$ cat src/rtl/alu_pkg.sv
`default_nettype none
// ============================================================================
// Module      : alu_pkg
// Description : Shared ALU_Control codes, arbiter FSM states and default widths.
// Revision    : 1.0 - initial release
// ============================================================================
package alu_pkg;

   localparam int ALU_DATA_WIDTH = 32;
   localparam int ALU_CTRL_WIDTH = 4;
   localparam int CNT_WIDTH      = 4;

   typedef enum logic [3:0] {
      ALU_AND = 4'b0000,
      ALU_OR  = 4'b0001,
      ALU_ADD = 4'b0010,
      ALU_SUB = 4'b0110,
      ALU_SLT = 4'b0111,
      ALU_NOR = 4'b1100
   } alu_ctrl_e;

   typedef enum logic [1:0] {
      IDLE = 2'd0,
      EXEC = 2'd1,
      RESP = 2'd2
   } arb_state_e;

endpackage
`default_nettype wire

$ cat src/rtl/alu_arbiter_if.sv
`default_nettype none
// ============================================================================
// Module      : alu_arbiter_if
// Description : Request/response channels of both ALU requesters.
// Revision    : 1.0 - initial release
// ============================================================================
interface alu_arbiter_if
   import alu_pkg::*;
#(
   parameter int DATA_WIDTH = ALU_DATA_WIDTH,
   parameter int CTRL_WIDTH = ALU_CTRL_WIDTH
);
   logic                  req0_valid;
   logic                  req0_ready;
   logic [CTRL_WIDTH-1:0] req0_ctrl;
   logic [DATA_WIDTH-1:0] req0_a;
   logic [DATA_WIDTH-1:0] req0_b;
   logic                  req1_valid;
   logic                  req1_ready;
   logic [CTRL_WIDTH-1:0] req1_ctrl;
   logic [DATA_WIDTH-1:0] req1_a;
   logic [DATA_WIDTH-1:0] req1_b;
   logic                  resp0_valid;
   logic                  resp0_ready;
   logic [DATA_WIDTH-1:0] resp0_result;
   logic                  resp0_zero;
   logic                  resp1_valid;
   logic                  resp1_ready;
   logic [DATA_WIDTH-1:0] resp1_result;
   logic                  resp1_zero;

   modport master (
      output req0_valid, req0_ctrl, req0_a, req0_b,
      output req1_valid, req1_ctrl, req1_a, req1_b,
      output resp0_ready, resp1_ready,
      input  req0_ready, req1_ready,
      input  resp0_valid, resp0_result, resp0_zero,
      input  resp1_valid, resp1_result, resp1_zero
   );

   modport slave (
      input  req0_valid, req0_ctrl, req0_a, req0_b,
      input  req1_valid, req1_ctrl, req1_a, req1_b,
      input  resp0_ready, resp1_ready,
      output req0_ready, req1_ready,
      output resp0_valid, resp0_result, resp0_zero,
      output resp1_valid, resp1_result, resp1_zero
   );
endinterface
`default_nettype wire

$ cat src/rtl/alu_arbiter_rr_arbiter_2.sv
`default_nettype none
// ============================================================================
// Module      : rr_arbiter_2
// Description : Two-way round-robin grant; on a tie the last winner yields.
// Revision    : 1.0 - initial release
// ============================================================================
module rr_arbiter_2 (
   input  logic [1:0] valid,
   input  logic       last_grant,
   output logic [1:0] grant
);

   always_comb begin
      grant = valid;
      if (valid == 2'b11) begin
         grant = last_grant ? 2'b01 : 2'b10;
      end
   end

endmodule
`default_nettype wire

$ cat src/rtl/alu_arbiter.sv
`default_nettype none
// ============================================================================
// Module      : alu_arbiter
// Description : Shares one ALU between two requesters with round-robin grant
//               and a valid/ready response channel per requester.
// Revision    : 1.0 - initial release
// ============================================================================
module alu_arbiter
   import alu_pkg::*;
#(
   parameter int DATA_WIDTH  = ALU_DATA_WIDTH,
   parameter int CTRL_WIDTH  = ALU_CTRL_WIDTH,
   parameter int ALU_LATENCY = 1
)(
   input  logic                  clock,
   input  logic                  reset,
   alu_arbiter_if.slave          bus,
   output logic [CTRL_WIDTH-1:0] alu_control,
   output logic [DATA_WIDTH-1:0] alu_operand_A,
   output logic [DATA_WIDTH-1:0] alu_operand_B,
   input  logic [DATA_WIDTH-1:0] alu_result,
   input  logic                  alu_zero
);

   generate
      if (ALU_LATENCY < 1 || ALU_LATENCY > 15) begin : g_bad_latency
         $error("alu_arbiter: ALU_LATENCY must lie in 1..15");
      end
   endgenerate

   localparam logic [CNT_WIDTH-1:0] c_latency = CNT_WIDTH'(ALU_LATENCY);

   arb_state_e            r_state;
   arb_state_e            w_state_nxt;
   logic [1:0]            w_grant;
   logic                  w_accept;
   logic                  w_resp_hs;
   logic                  r_owner;
   logic                  r_last_grant;
   logic [CNT_WIDTH-1:0]  r_cnt;
   logic [CTRL_WIDTH-1:0] r_alu_control;
   logic [DATA_WIDTH-1:0] r_alu_a;
   logic [DATA_WIDTH-1:0] r_alu_b;
   logic                  r_resp0_valid;
   logic                  r_resp1_valid;
   logic [DATA_WIDTH-1:0] r_resp0_result;
   logic [DATA_WIDTH-1:0] r_resp1_result;
   logic                  r_resp0_zero;
   logic                  r_resp1_zero;

   rr_arbiter_2 u_rr_arbiter_2 (
      .valid      ({bus.req1_valid, bus.req0_valid}),
      .last_grant (r_last_grant),
      .grant      (w_grant)
   );

   always_ff @(posedge clock or negedge reset) begin
      if (!reset) begin
         r_state <= IDLE;
      end else begin
         r_state <= w_state_nxt;
      end
   end

   always_comb begin
      w_state_nxt = r_state;
      w_accept    = 1'b0;
      w_resp_hs   = 1'b0;
      case (r_state)
         IDLE: begin
            if (|w_grant) begin
               w_accept    = 1'b1;
               w_state_nxt = EXEC;
            end
         end
         EXEC: begin
            if (r_cnt == CNT_WIDTH'(1)) begin
               w_state_nxt = RESP;
            end
         end
         RESP: begin
            w_resp_hs = r_owner ? bus.resp1_ready : bus.resp0_ready;
            if (w_resp_hs) begin
               w_state_nxt = IDLE;
            end
         end
         default: w_state_nxt = IDLE;
      endcase
   end

   // Ready is gated by reset so nothing is accepted while reset is held.
   assign bus.req0_ready = reset & w_accept & w_grant[0];
   assign bus.req1_ready = reset & w_accept & w_grant[1];

   always_ff @(posedge clock or negedge reset) begin
      if (!reset) begin
         r_owner        <= 1'b0;
         r_last_grant   <= 1'b1;
         r_cnt          <= '0;
         r_alu_control  <= '0;
         r_alu_a        <= '0;
         r_alu_b        <= '0;
         r_resp0_valid  <= 1'b0;
         r_resp1_valid  <= 1'b0;
         r_resp0_result <= '0;
         r_resp1_result <= '0;
         r_resp0_zero   <= 1'b0;
         r_resp1_zero   <= 1'b0;
      end else begin
         if (w_accept) begin
            r_alu_control <= w_grant[1] ? bus.req1_ctrl : bus.req0_ctrl;
            r_alu_a       <= w_grant[1] ? bus.req1_a    : bus.req0_a;
            r_alu_b       <= w_grant[1] ? bus.req1_b    : bus.req0_b;
            r_owner       <= w_grant[1];
            r_cnt         <= c_latency;
         end
         if (r_state == EXEC) begin
            r_cnt <= r_cnt - 1'b1;
            if (r_cnt == CNT_WIDTH'(1)) begin
               if (r_owner) begin
                  r_resp1_result <= alu_result;
                  r_resp1_zero   <= alu_zero;
                  r_resp1_valid  <= 1'b1;
               end else begin
                  r_resp0_result <= alu_result;
                  r_resp0_zero   <= alu_zero;
                  r_resp0_valid  <= 1'b1;
               end
            end
         end
         if (w_resp_hs) begin
            r_resp0_valid <= 1'b0;
            r_resp1_valid <= 1'b0;
            r_last_grant  <= r_owner;
         end
      end
   end

   assign alu_control      = r_alu_control;
   assign alu_operand_A    = r_alu_a;
   assign alu_operand_B    = r_alu_b;
   assign bus.resp0_valid  = r_resp0_valid;
   assign bus.resp1_valid  = r_resp1_valid;
   assign bus.resp0_result = r_resp0_result;
   assign bus.resp1_result = r_resp1_result;
   assign bus.resp0_zero   = r_resp0_zero;
   assign bus.resp1_zero   = r_resp1_zero;

endmodule
`default_nettype wire

$ cat src/flat_wrapper.sv
// flat-port wrapper written by rule: the top's interface ports become plain ports
module alu_arbiter_flat import alu_pkg::*;
#(
   parameter int DATA_WIDTH  = ALU_DATA_WIDTH,
   parameter int CTRL_WIDTH  = ALU_CTRL_WIDTH,
   parameter int ALU_LATENCY = 1
)
  (clock, reset, alu_control, alu_operand_A, alu_operand_B, alu_result, alu_zero, bus_req0_valid, bus_req0_ctrl, bus_req0_a, bus_req0_b, bus_req1_valid, bus_req1_ctrl, bus_req1_a, bus_req1_b, bus_resp0_ready, bus_resp1_ready, bus_req0_ready, bus_req1_ready, bus_resp0_valid, bus_resp0_result, bus_resp0_zero, bus_resp1_valid, bus_resp1_result, bus_resp1_zero);
  alu_arbiter_if #(.DATA_WIDTH(DATA_WIDTH), .CTRL_WIDTH(CTRL_WIDTH)) bus_i ();
  input  logic clock;
  input  logic reset;
  output logic [CTRL_WIDTH-1:0] alu_control;
  output logic [DATA_WIDTH-1:0] alu_operand_A;
  output logic [DATA_WIDTH-1:0] alu_operand_B;
  input  logic [DATA_WIDTH-1:0] alu_result;
  input  logic alu_zero;
  input wire logic [$bits(bus_i.req0_valid)-1:0] bus_req0_valid;
  input wire logic [$bits(bus_i.req0_ctrl)-1:0] bus_req0_ctrl;
  input wire logic [$bits(bus_i.req0_a)-1:0] bus_req0_a;
  input wire logic [$bits(bus_i.req0_b)-1:0] bus_req0_b;
  input wire logic [$bits(bus_i.req1_valid)-1:0] bus_req1_valid;
  input wire logic [$bits(bus_i.req1_ctrl)-1:0] bus_req1_ctrl;
  input wire logic [$bits(bus_i.req1_a)-1:0] bus_req1_a;
  input wire logic [$bits(bus_i.req1_b)-1:0] bus_req1_b;
  input wire logic [$bits(bus_i.resp0_ready)-1:0] bus_resp0_ready;
  input wire logic [$bits(bus_i.resp1_ready)-1:0] bus_resp1_ready;
  output wire logic [$bits(bus_i.req0_ready)-1:0] bus_req0_ready;
  output wire logic [$bits(bus_i.req1_ready)-1:0] bus_req1_ready;
  output wire logic [$bits(bus_i.resp0_valid)-1:0] bus_resp0_valid;
  output wire logic [$bits(bus_i.resp0_result)-1:0] bus_resp0_result;
  output wire logic [$bits(bus_i.resp0_zero)-1:0] bus_resp0_zero;
  output wire logic [$bits(bus_i.resp1_valid)-1:0] bus_resp1_valid;
  output wire logic [$bits(bus_i.resp1_result)-1:0] bus_resp1_result;
  output wire logic [$bits(bus_i.resp1_zero)-1:0] bus_resp1_zero;
  assign bus_i.req0_valid = bus_req0_valid;
  assign bus_i.req0_ctrl = bus_req0_ctrl;
  assign bus_i.req0_a = bus_req0_a;
  assign bus_i.req0_b = bus_req0_b;
  assign bus_i.req1_valid = bus_req1_valid;
  assign bus_i.req1_ctrl = bus_req1_ctrl;
  assign bus_i.req1_a = bus_req1_a;
  assign bus_i.req1_b = bus_req1_b;
  assign bus_i.resp0_ready = bus_resp0_ready;
  assign bus_i.resp1_ready = bus_resp1_ready;
  assign bus_req0_ready = bus_i.req0_ready;
  assign bus_req1_ready = bus_i.req1_ready;
  assign bus_resp0_valid = bus_i.resp0_valid;
  assign bus_resp0_result = bus_i.resp0_result;
  assign bus_resp0_zero = bus_i.resp0_zero;
  assign bus_resp1_valid = bus_i.resp1_valid;
  assign bus_resp1_result = bus_i.resp1_result;
  assign bus_resp1_zero = bus_i.resp1_zero;
  alu_arbiter #(.DATA_WIDTH(DATA_WIDTH), .CTRL_WIDTH(CTRL_WIDTH), .ALU_LATENCY(ALU_LATENCY)) u_core (.clock(clock), .reset(reset), .bus(bus_i), .alu_control(alu_control), .alu_operand_A(alu_operand_A), .alu_operand_B(alu_operand_B), .alu_result(alu_result), .alu_zero(alu_zero));
endmodule
$ cat config.mk
export PLATFORM = sky130hd
export DESIGN_NAME = alu_arbiter_flat
export DESIGN_NICKNAME = d
export VERILOG_FILES = /design/src/rtl/alu_pkg.sv /design/src/rtl/alu_arbiter_if.sv /design/src/rtl/alu_arbiter_rr_arbiter_2.sv /design/src/rtl/alu_arbiter.sv /design/src/flat_wrapper.sv
export SDC_FILE = /design/constraint.sdc
export NUM_CORES = 1
export LEC_CHECK = 0
export ABC_AREA = 1
export CORE_ASPECT_RATIO = 0.5
export CORE_UTILIZATION = 41
export DETAILED_ROUTE_END_ITERATION = 8
export PLACE_DENSITY = 0.84
export SYNTH_ARGS = -nofsm -noshare
export SYNTH_HDL_FRONTEND = slang
export SYNTH_SLANG_ARGS = --single-unit
$ cat constraint.sdc
create_clock -name clock -period 1.6 [get_ports clock]
set_input_delay 0.24 -clock clock [delete_from_list [all_inputs] [get_ports clock]]
set_output_delay 0.24 -clock clock [all_outputs]
set_load 0.05 [all_outputs]
== Yosys cells after proc, flatten, opt, wreduce, memory -nomap -nowiden ==
Cells that the tools add are included.

* Register bits: 144
* Output and inout port bits: 138

* Mux-type cells: 23
* Add/sub/neg operators: 1
* Equality and inequality tests: 8
* Bitwise gates (word level): 4
* Reductions and logical operators: 11

{| class="wikitable"
|+ Operator list
! kind !! number
|-
| 32-bit two-way mux || 2
|-
| 3-bit AND reduction || 5
|-
| 1-bit two-way mux || 12
|-
| 4-bit two-way mux || 3
|-
| 2-bit two-way mux || 5
|-
| 2-bit nonzero test || 4
|-
| 2-bit by 1-bit != test with 1-bit output (second input constant) || 3
|-
| 2-bit case mux with 3 select lines || 1
|-
| 2-bit == test (second input constant) || 2
|-
| 4-bit by 1-bit == test with 1-bit output (second input constant) || 1
|-
| 4-bit by 1-bit subtractor with 4-bit output (second input constant) || 1
|-
| 1-bit AND || 3
|-
| 2-bit by 1-bit == test with 1-bit output (second input constant) || 1
|-
| 2-bit zero test || 1
|-
| 2-bit != test (second input constant) || 1
|-
| 2-bit OR reduction || 1
|-
| 1-bit NOT || 1
|}

== Longest topological paths before layout ==
* Word-level depth: 7
* Gate-level depth with buffers: 8

== By module ==
A second synthesis with hierarchy kept.

* Cells, all modules: 863
* Area total of the unflattened synthesis: 6,656.4 um2

{| class="wikitable"
|+ By module, submodules not included
! module !! area an instance (um2) !! sequential area each (um2) !! instances !! cells an instance
|-
| alu_arbiter || 6,635.1 || 3,604.7 || 1 || 858
|-
| rr_arbiter_2 || 21.3 || 0.0 || 1 || 5
|}

== Worst setup path after synthesis ==
No wires, ideal clock.

* Path type: register to output
* Start point: register u_core.r_state[0]
* End point: output bus_req0_ready
* Setup slack: -0.640 ns
* Cell stages (with the launch flop): 6
* Data required time: 1.360 ns
* Arrival: 2.000 ns
* Buffers on the path: 2
* Cell sequence: dfrtp_1 -> nor2_1 -> o21ai_2 -> buf_4 -> buf_2 -> nor3_1

* Word-level cells in the longest chain between the ends: 4

{| class="wikitable"
|+ Ends and longest elaborated chain
! item !! line !! text
|-
| start: declaration || alu_arbiter.sv:33 || <nowiki>arb_state_e r_state;</nowiki>
|-
| start signal: assignment || alu_arbiter.sv:61 || <nowiki>r_state <= w_state_nxt;</nowiki>
|-
| 2-bit zero test || alu_arbiter.sv:69 || <nowiki>case (r_state)</nowiki>
|-
| 1-bit two-way mux || alu_arbiter.sv:69 ||
|-
| 1-bit AND (2 in series) || alu_arbiter.sv:92 || <nowiki>assign bus.req0_ready = reset & w_accept & w_grant[0];</nowiki>
|-
| end: declaration || flat_wrapper.sv:27 || <nowiki>output wire logic [$bits(bus_i.req0_ready)-1:0] bus_req0_ready;</nowiki>
|}

No other way between the ends.

== Final worst setup path ==
* Start point: register u_core.r_last_grant
* End point: output bus_req1_ready

* Word-level cells in the longest chain between the ends: 7

{| class="wikitable"
|+ Ends and longest elaborated chain
! item !! line !! text
|-
| start: declaration || alu_arbiter.sv:39 || <nowiki>logic r_last_grant;</nowiki>
|-
| start signal: assignment || alu_arbiter.sv:134 || <nowiki>r_last_grant <= r_owner;</nowiki>
|-
| 2-bit two-way mux (*) || alu_arbiter_rr_arbiter_2.sv:16 || <nowiki>grant = last_grant ? 2'b01 : 2'b10;</nowiki>
|-
| 2-bit two-way mux (*) || alu_arbiter_rr_arbiter_2.sv:15 || <nowiki>if (valid == 2'b11) begin</nowiki>
|-
| 2-bit OR reduction || alu_arbiter.sv:71 || <nowiki>if (|w_grant) begin</nowiki>
|-
| 1-bit two-way mux || alu_arbiter.sv:71 ||
|-
| 1-bit two-way mux || alu_arbiter.sv:69 ||
|-
| 1-bit AND || alu_arbiter.sv:93 || <nowiki>assign bus.req1_ready = reset & w_accept & w_grant[1];</nowiki>
|-
| 1-bit AND (*) || alu_arbiter.sv:93 ||
|-
| end: declaration || flat_wrapper.sv:28 || <nowiki>output wire logic [$bits(bus_i.req1_ready)-1:0] bus_req1_ready;</nowiki>
|}

Every way passes the cells marked *; elsewhere a longest branch is shown, timed or not.

==> metrics.txt <==
# TYPE chip_impl_metric gauge
chip_impl_metric{name="fin_total_pwr",unit="W"} 0.02465
chip_impl_info{name="cts-root-buf",value="sky130_fd_sc_hd__clkbuf_16"} 1
chip_impl_metric{name="period_share",unit="%"} 105.1
chip_impl_metric{name="fillerInstances",unit=""} 1285
chip_impl_metric{name="synthDominantCellAreaShare",unit="%"} 54.28
chip_impl_metric{name="ant_nets",unit=""} 0
chip_impl_metric{name="synth_compound_gate_area_share",unit="%"} 0.8161
chip_impl_metric{name="floorplan.die.width",unit="µm"} 181.3
chip_impl_metric{name="vdd.ir_drop.worst",unit="µV"} 947.4
chip_impl_metric{name="preCtsSetupSlack",unit="ns"} -0.06032
chip_impl_metric{name="avgRoutedWirePerCell",unit="µm"} 14.17
chip_impl_metric{name="number_of_global_route_vias_before_repair",unit=""} 6504
chip_impl_metric{name="cp_data_arrival_time",unit="ns"} 1.44
chip_impl_metric{name="drt_wl_total",unit="µm"} 19700
chip_impl_metric{name="largest_net_degree_at_the_start_of_global_routing",unit=""} 145
chip_impl_metric{name="drv.max_cap_violation_count",unit=""} 0
chip_impl_metric{name="synthesis.instances",unit=""} 864
chip_impl_metric{name="synth_warnings",unit=""} 0
chip_impl_metric{name="tightestPinTransition",unit="ns"} 0.7624
chip_impl_metric{name="highest_clock_rate",unit="MHz"} 594.8
chip_impl_metric{name="number_of_antenna_violations_at_the_first_check_in_global_routing",unit=""} 0
chip_impl_metric{name="finalSetupViolations",unit=""} 2
chip_impl_info{name="run_status",value="finished with violations"} 1
chip_impl_metric{name="route.detailed.vias_per_inst",unit=""} 4.837
chip_impl_metric{name="post_synth_mux_area_share",unit="%"} 0
chip_impl_metric{name="coreArea",unit="µm²"} 15570
chip_impl_info{name="crit_slowest_cell",value="sky130_fd_sc_hd__dfstp_2"} 1
chip_impl_metric{name="die-height",unit="µm"} 91.67
chip_impl_metric{name="place_hpwl",unit="µm"} 14430
chip_impl_metric{name="finalWorstSetupSlack",unit="ns"} -0.08122
chip_impl_metric{name="worst-endpoint-required",unit="ns"} 1.36
chip_impl_metric{name="adder_cell_area_share_of_the_yosys_netlist",unit="%"} 0.3796
chip_impl_metric{name="firstDrtPassIters",unit=""} 5
chip_impl_metric{name="utilization",unit="%"} 66.34
chip_impl_metric{name="postLayoutCellArea",unit="µm²"} 10330
chip_impl_metric{name="synthXorXnorAreaFrac",unit="%"} 0.1329
chip_impl_metric{name="tritoncts_sinks",unit=""} 144
chip_impl_metric{name="cts_htree_levels",unit=""} 4
chip_impl_info{name="yosysTopAreaCell",value="sky130_fd_sc_hd__dfrtp_1"} 1
chip_impl_metric{name="syn_area_per_cell",unit="µm²"} 7.630
chip_impl_metric{name="place_congestion",unit=""} 0.8135
chip_impl_metric{name="start_util",unit="%"} 42.33
chip_impl_metric{name="synthToLayoutAreaGrowth",unit="%"} 56.73
chip_impl_metric{name="std_cell_rows",unit=""} 32
chip_impl_metric{name="cts_bufs_inserted",unit=""} 17
chip_impl_info{name="failing_checks",value="hold timing, setup timing"} 1
chip_impl_metric{name="mappedNetlistArea",unit="µm²"} 6593
chip_impl_metric{name="floorplan.io_pins",unit=""} 313
chip_impl_metric{name="critical_path.max_fanout",unit=""} 5
chip_impl_metric{name="flip_flop_and_latch_count_after_synthesis",unit=""} 144
chip_impl_metric{name="finish.net_count",unit=""} 1350
chip_impl_metric{name="drcViolationCount",unit=""} 0
chip_impl_metric{name="die_area",unit="µm²"} 16620
chip_impl_info{name="hp-class",value="input pin to asynchronous set/reset pin"} 1
chip_impl_metric{name="synthDistinctLibCells",unit=""} 24
chip_impl_metric{name="synth_nets",unit=""} 1041
chip_impl_metric{name="netSwitchingFraction",unit="%"} 51.98
chip_impl_metric{name="power_spent_charging_and_discharging_nets",unit="W"} 0.01281
chip_impl_metric{name="port_buffers",unit=""} 312
chip_impl_metric{name="combinationalPowerShare",unit="%"} 57.6
chip_impl_metric{name="num_antenna_cells",unit=""} 0
chip_impl_metric{name="fin_worst_hold_slack",unit="ns"} -0.02944
chip_impl_metric{name="yosysSeqAreaShare",unit="%"} 54.68
chip_impl_metric{name="timing.clock.skew",unit="ns"} 0.01136
chip_impl_info{name="critical_path.cell_chain",value="nand2_2, nand3_2, nor2_4, buf_12"} 1
chip_impl_metric{name="drt_iter0_drc",unit=""} 388
chip_impl_info{name="tritoncts_clock_tree",value="built"} 1
chip_impl_metric{name="path_clk_slew",unit="ns"} 0.07
chip_impl_info{name="worst_setup_path_start_kind",value="flop"} 1
chip_impl_metric{name="clock_path_buffers",unit=""} 2
chip_impl_metric{name="power_frac_seq",unit="%"} 26.6
chip_impl_metric{name="p_leak",unit="nW"} 5.500
chip_impl_info{name="rsz0062_at_grt",value="true"} 1
chip_impl_metric{name="grt_pass1_wl",unit="µm"} 31620
chip_impl_metric{name="crit_buf_inv",unit=""} 1
chip_impl_metric{name="groute.usage.overall",unit="%"} 23.96
chip_impl_info{name="most_common_library_cell_in_the_layout_ignoring_fill_and_taps",value="sky130_fd_sc_hd__nand2_1"} 1
chip_impl_metric{name="slowest_delay",unit="ns"} 0.57
chip_impl_metric{name="placement.cell_area",unit="µm²"} 9671
chip_impl_metric{name="drv_slew",unit=""} 0
chip_impl_metric{name="period_minus_slack",unit="ns"} 1.681
chip_impl_metric{name="timing.critical_path.depth",unit=""} 4
chip_impl_metric{name="area.sequential",unit="µm²"} 3605
chip_impl_metric{name="grt_overflow_total",unit=""} 0
chip_impl_metric{name="p_per_area",unit="nW/µm²"} 2385
chip_impl_metric{name="timing.final.hold_violations",unit=""} 50
chip_impl_metric{name="drive_above_1_share",unit="%"} 18.63
chip_impl_info{name="main_combinational_cell_family_by_area_after_synthesis",value="simple AND/OR/NAND/NOR gates"} 1
chip_impl_info{name="criticalPathCategory",value="flop to output port"} 1
chip_impl_info{name="layout.cells.most_common_list",value="sky130_fd_sc_hd__nand2_1, sky130_fd_sc_hd__clkdlybuf4s50_1, sky130_fd_sc_hd__buf_4, sky130_fd_sc_hd__dfrtp_1, sky130_fd_sc_hd__nand3_1"} 1
chip_impl_info{name="synth.area.top_cells",value="sky130_fd_sc_hd__dfrtp_1, sky130_fd_sc_hd__nand2_1, sky130_fd_sc_hd__nand3_1, sky130_fd_sc_hd__buf_2, sky130_fd_sc_hd__buf_4"} 1
chip_impl_metric{name="max-slew-margin-rel",unit="%"} 49.18
chip_impl_metric{name="synth_simple_gate_area_share",unit="%"} 39.06
chip_impl_metric{name="clkLatencyLatePin",unit="ns"} 0.41
chip_impl_metric{name="postCtsHoldBufs",unit=""} 0
chip_impl_info{name="path_delay_family",value="flip-flops"} 1
chip_impl_metric{name="vias",unit=""} 6724
chip_impl_metric{name="multi_input_area",unit="µm²"} 2705
chip_impl_metric{name="power.clock.fraction",unit="%"} 15.8
chip_impl_metric{name="ff2ff_path_depth",unit=""} 8
chip_impl_info{name="cp-end-kind",value="output port"} 1
chip_impl_metric{name="internal_power",unit="W"} 0.01184
cell families (layout without fill, tap and decap cells):
group	count (synthesis)	count (layout)
adders and majority gates	2	2
DFF	144	144
and+or+nand+nor	643	643
buffers and inverters	65	387
AOI/OAI and AO/OA	9	9
xor gates and xnor gates	1	1
final cells by class:
type | count | share of cell area (%)
timing repair buffer | 343 | 30.26
clock inverter | 15 | 1.623
inverter | 12 | 0.4602
tap | 204 | 2.470
sequential | 144 | 34.89
multi-input combinational | 655 | 26.18
clock buffer | 17 | 4.117
synth_stat cells:
| library cell | n |
|---|---|
| sky130_fd_sc_hd__xnor2_1 | 1 |
| sky130_fd_sc_hd__inv_2 | 4 |
| sky130_fd_sc_hd__nor2_2 | 2 |
| sky130_fd_sc_hd__buf_6 | 1 |
| sky130_fd_sc_hd__nor2_1 | 5 |
| sky130_fd_sc_hd__buf_1 | 3 |
| sky130_fd_sc_hd__nand2_2 | 3 |
| sky130_fd_sc_hd__dfrtp_1 | 143 |
| sky130_fd_sc_hd__nand2_1 | 521 |
| sky130_fd_sc_hd__o21ai_2 | 1 |
| sky130_fd_sc_hd__inv_1 | 8 |
| sky130_fd_sc_hd__o22ai_1 | 1 |
| sky130_fd_sc_hd__ha_1 | 2 |
| sky130_fd_sc_hd__nand3b_1 | 1 |
| sky130_fd_sc_hd__clkbuf_1 | 12 |
| sky130_fd_sc_hd__o21ai_0 | 5 |
| sky130_fd_sc_hd__buf_2 | 26 |
| sky130_fd_sc_hd__buf_4 | 11 |
| sky130_fd_sc_hd__dfstp_2 | 1 |
| sky130_fd_sc_hd__nor2_4 | 1 |
| sky130_fd_sc_hd__a21oi_1 | 1 |
| sky130_fd_sc_hd__nor3_1 | 1 |
| sky130_fd_sc_hd__nand3_1 | 109 |
| sky130_fd_sc_hd__a21oi_2 | 1 |
per-layer routing:
metal  global-route usage [%]  up-vias  part of all wire [%]  wire [µm]
li1                         -     3305                     -          -
met4                    7.910        0                   2.2        436
met2                    42.24      223                    50       9856
met5                        0        -                     0          0
met1                    29.38     3165                    42       8370
met3                    5.123       31                   5.3       1037
registers in the layout (all words and copies together), names as in the netlist:
signal / flops
u_core.bus.resp0_valid: 1
u_core.alu_control: 4
u_core.alu_operand_A: 32
u_core.r_cnt: 4
u_core.bus.resp1_valid: 1
u_core.alu_operand_B: 32
u_core.bus.resp1_zero: 1
u_core.r_owner: 1
u_core.r_last_grant: 1
u_core.bus.resp1_result: 32
u_core.bus.resp0_zero: 1
u_core.bus.resp0_result: 32
u_core.r_state: 2
per-stage QoR:
step | instances | setup TNS [ns]
2_1_floorplan | 864 | -0.009262
3_3_place_gp | 1353 | -0.009362
3_5_place_dp | 1353 | -2.152
4_1_cts | 1388 | -0.1813
5_1_grt | 1390 | -0.2558
6_report | 1390 | -0.1421
power groups by stage:
| stage | Combinational, W | Sequential [W] | Clock [W] |
|---|---|---|---|
| finish | 0.0142 | 0.00655 | 0.00389 |
| global route | 0.0151 | 0.00674 | 0.00413 |
| CTS | 0.0143 | 0.00655 | 0.00398 |
| detailed placement | 0.0142 | 0.00657 | 0 |
| global placement | 0.0139 | 0.00652 | 0 |
| floorplan | 0.00365 | 0.0122 | 0 |
worst register-to-register path, delay by kind of cell, from the launching register on:
family                     cells  cell delay [ns]
buffers and inverters          3             0.37
and+or+nand+nor                4             0.48
DFF                            1             0.39
adders and majority gates      1             0.17
worst paths after layout:
path                                                         start                                       to  slack (ns)
hold reg to reg            u_core.bus.resp1_result[21]$_DFFE_PN0P_  u_core.bus.resp1_result[21]$_DFFE_PN0P_        0.48
hold / removal                                               reset   u_core.bus.resp1_result[3]$_DFFE_PN0P_       -0.03
max in group asynchronous                                    reset     u_core.alu_operand_B[19]$_DFFE_PN0P_        1.07
setup / recovery                   u_core.r_last_grant$_DFFE_PN1P_                           bus_req1_ready       -0.08
min in group clock                                  bus_req1_valid               u_core.r_owner$_DFFE_PN0P_        0.29
setup reg to reg                       u_core.r_cnt[1]$_DFFE_PN0P_   u_core.bus.resp1_result[8]$_DFFE_PN0P_        0.12
timing repair:
item	CTS	global route
cloned	0	0
setup endpoints to repair	17	9
gates resized for setup	5	4
buffers inserted	3	2
pin swaps	2	4
(Power assumes the default switching activity.)
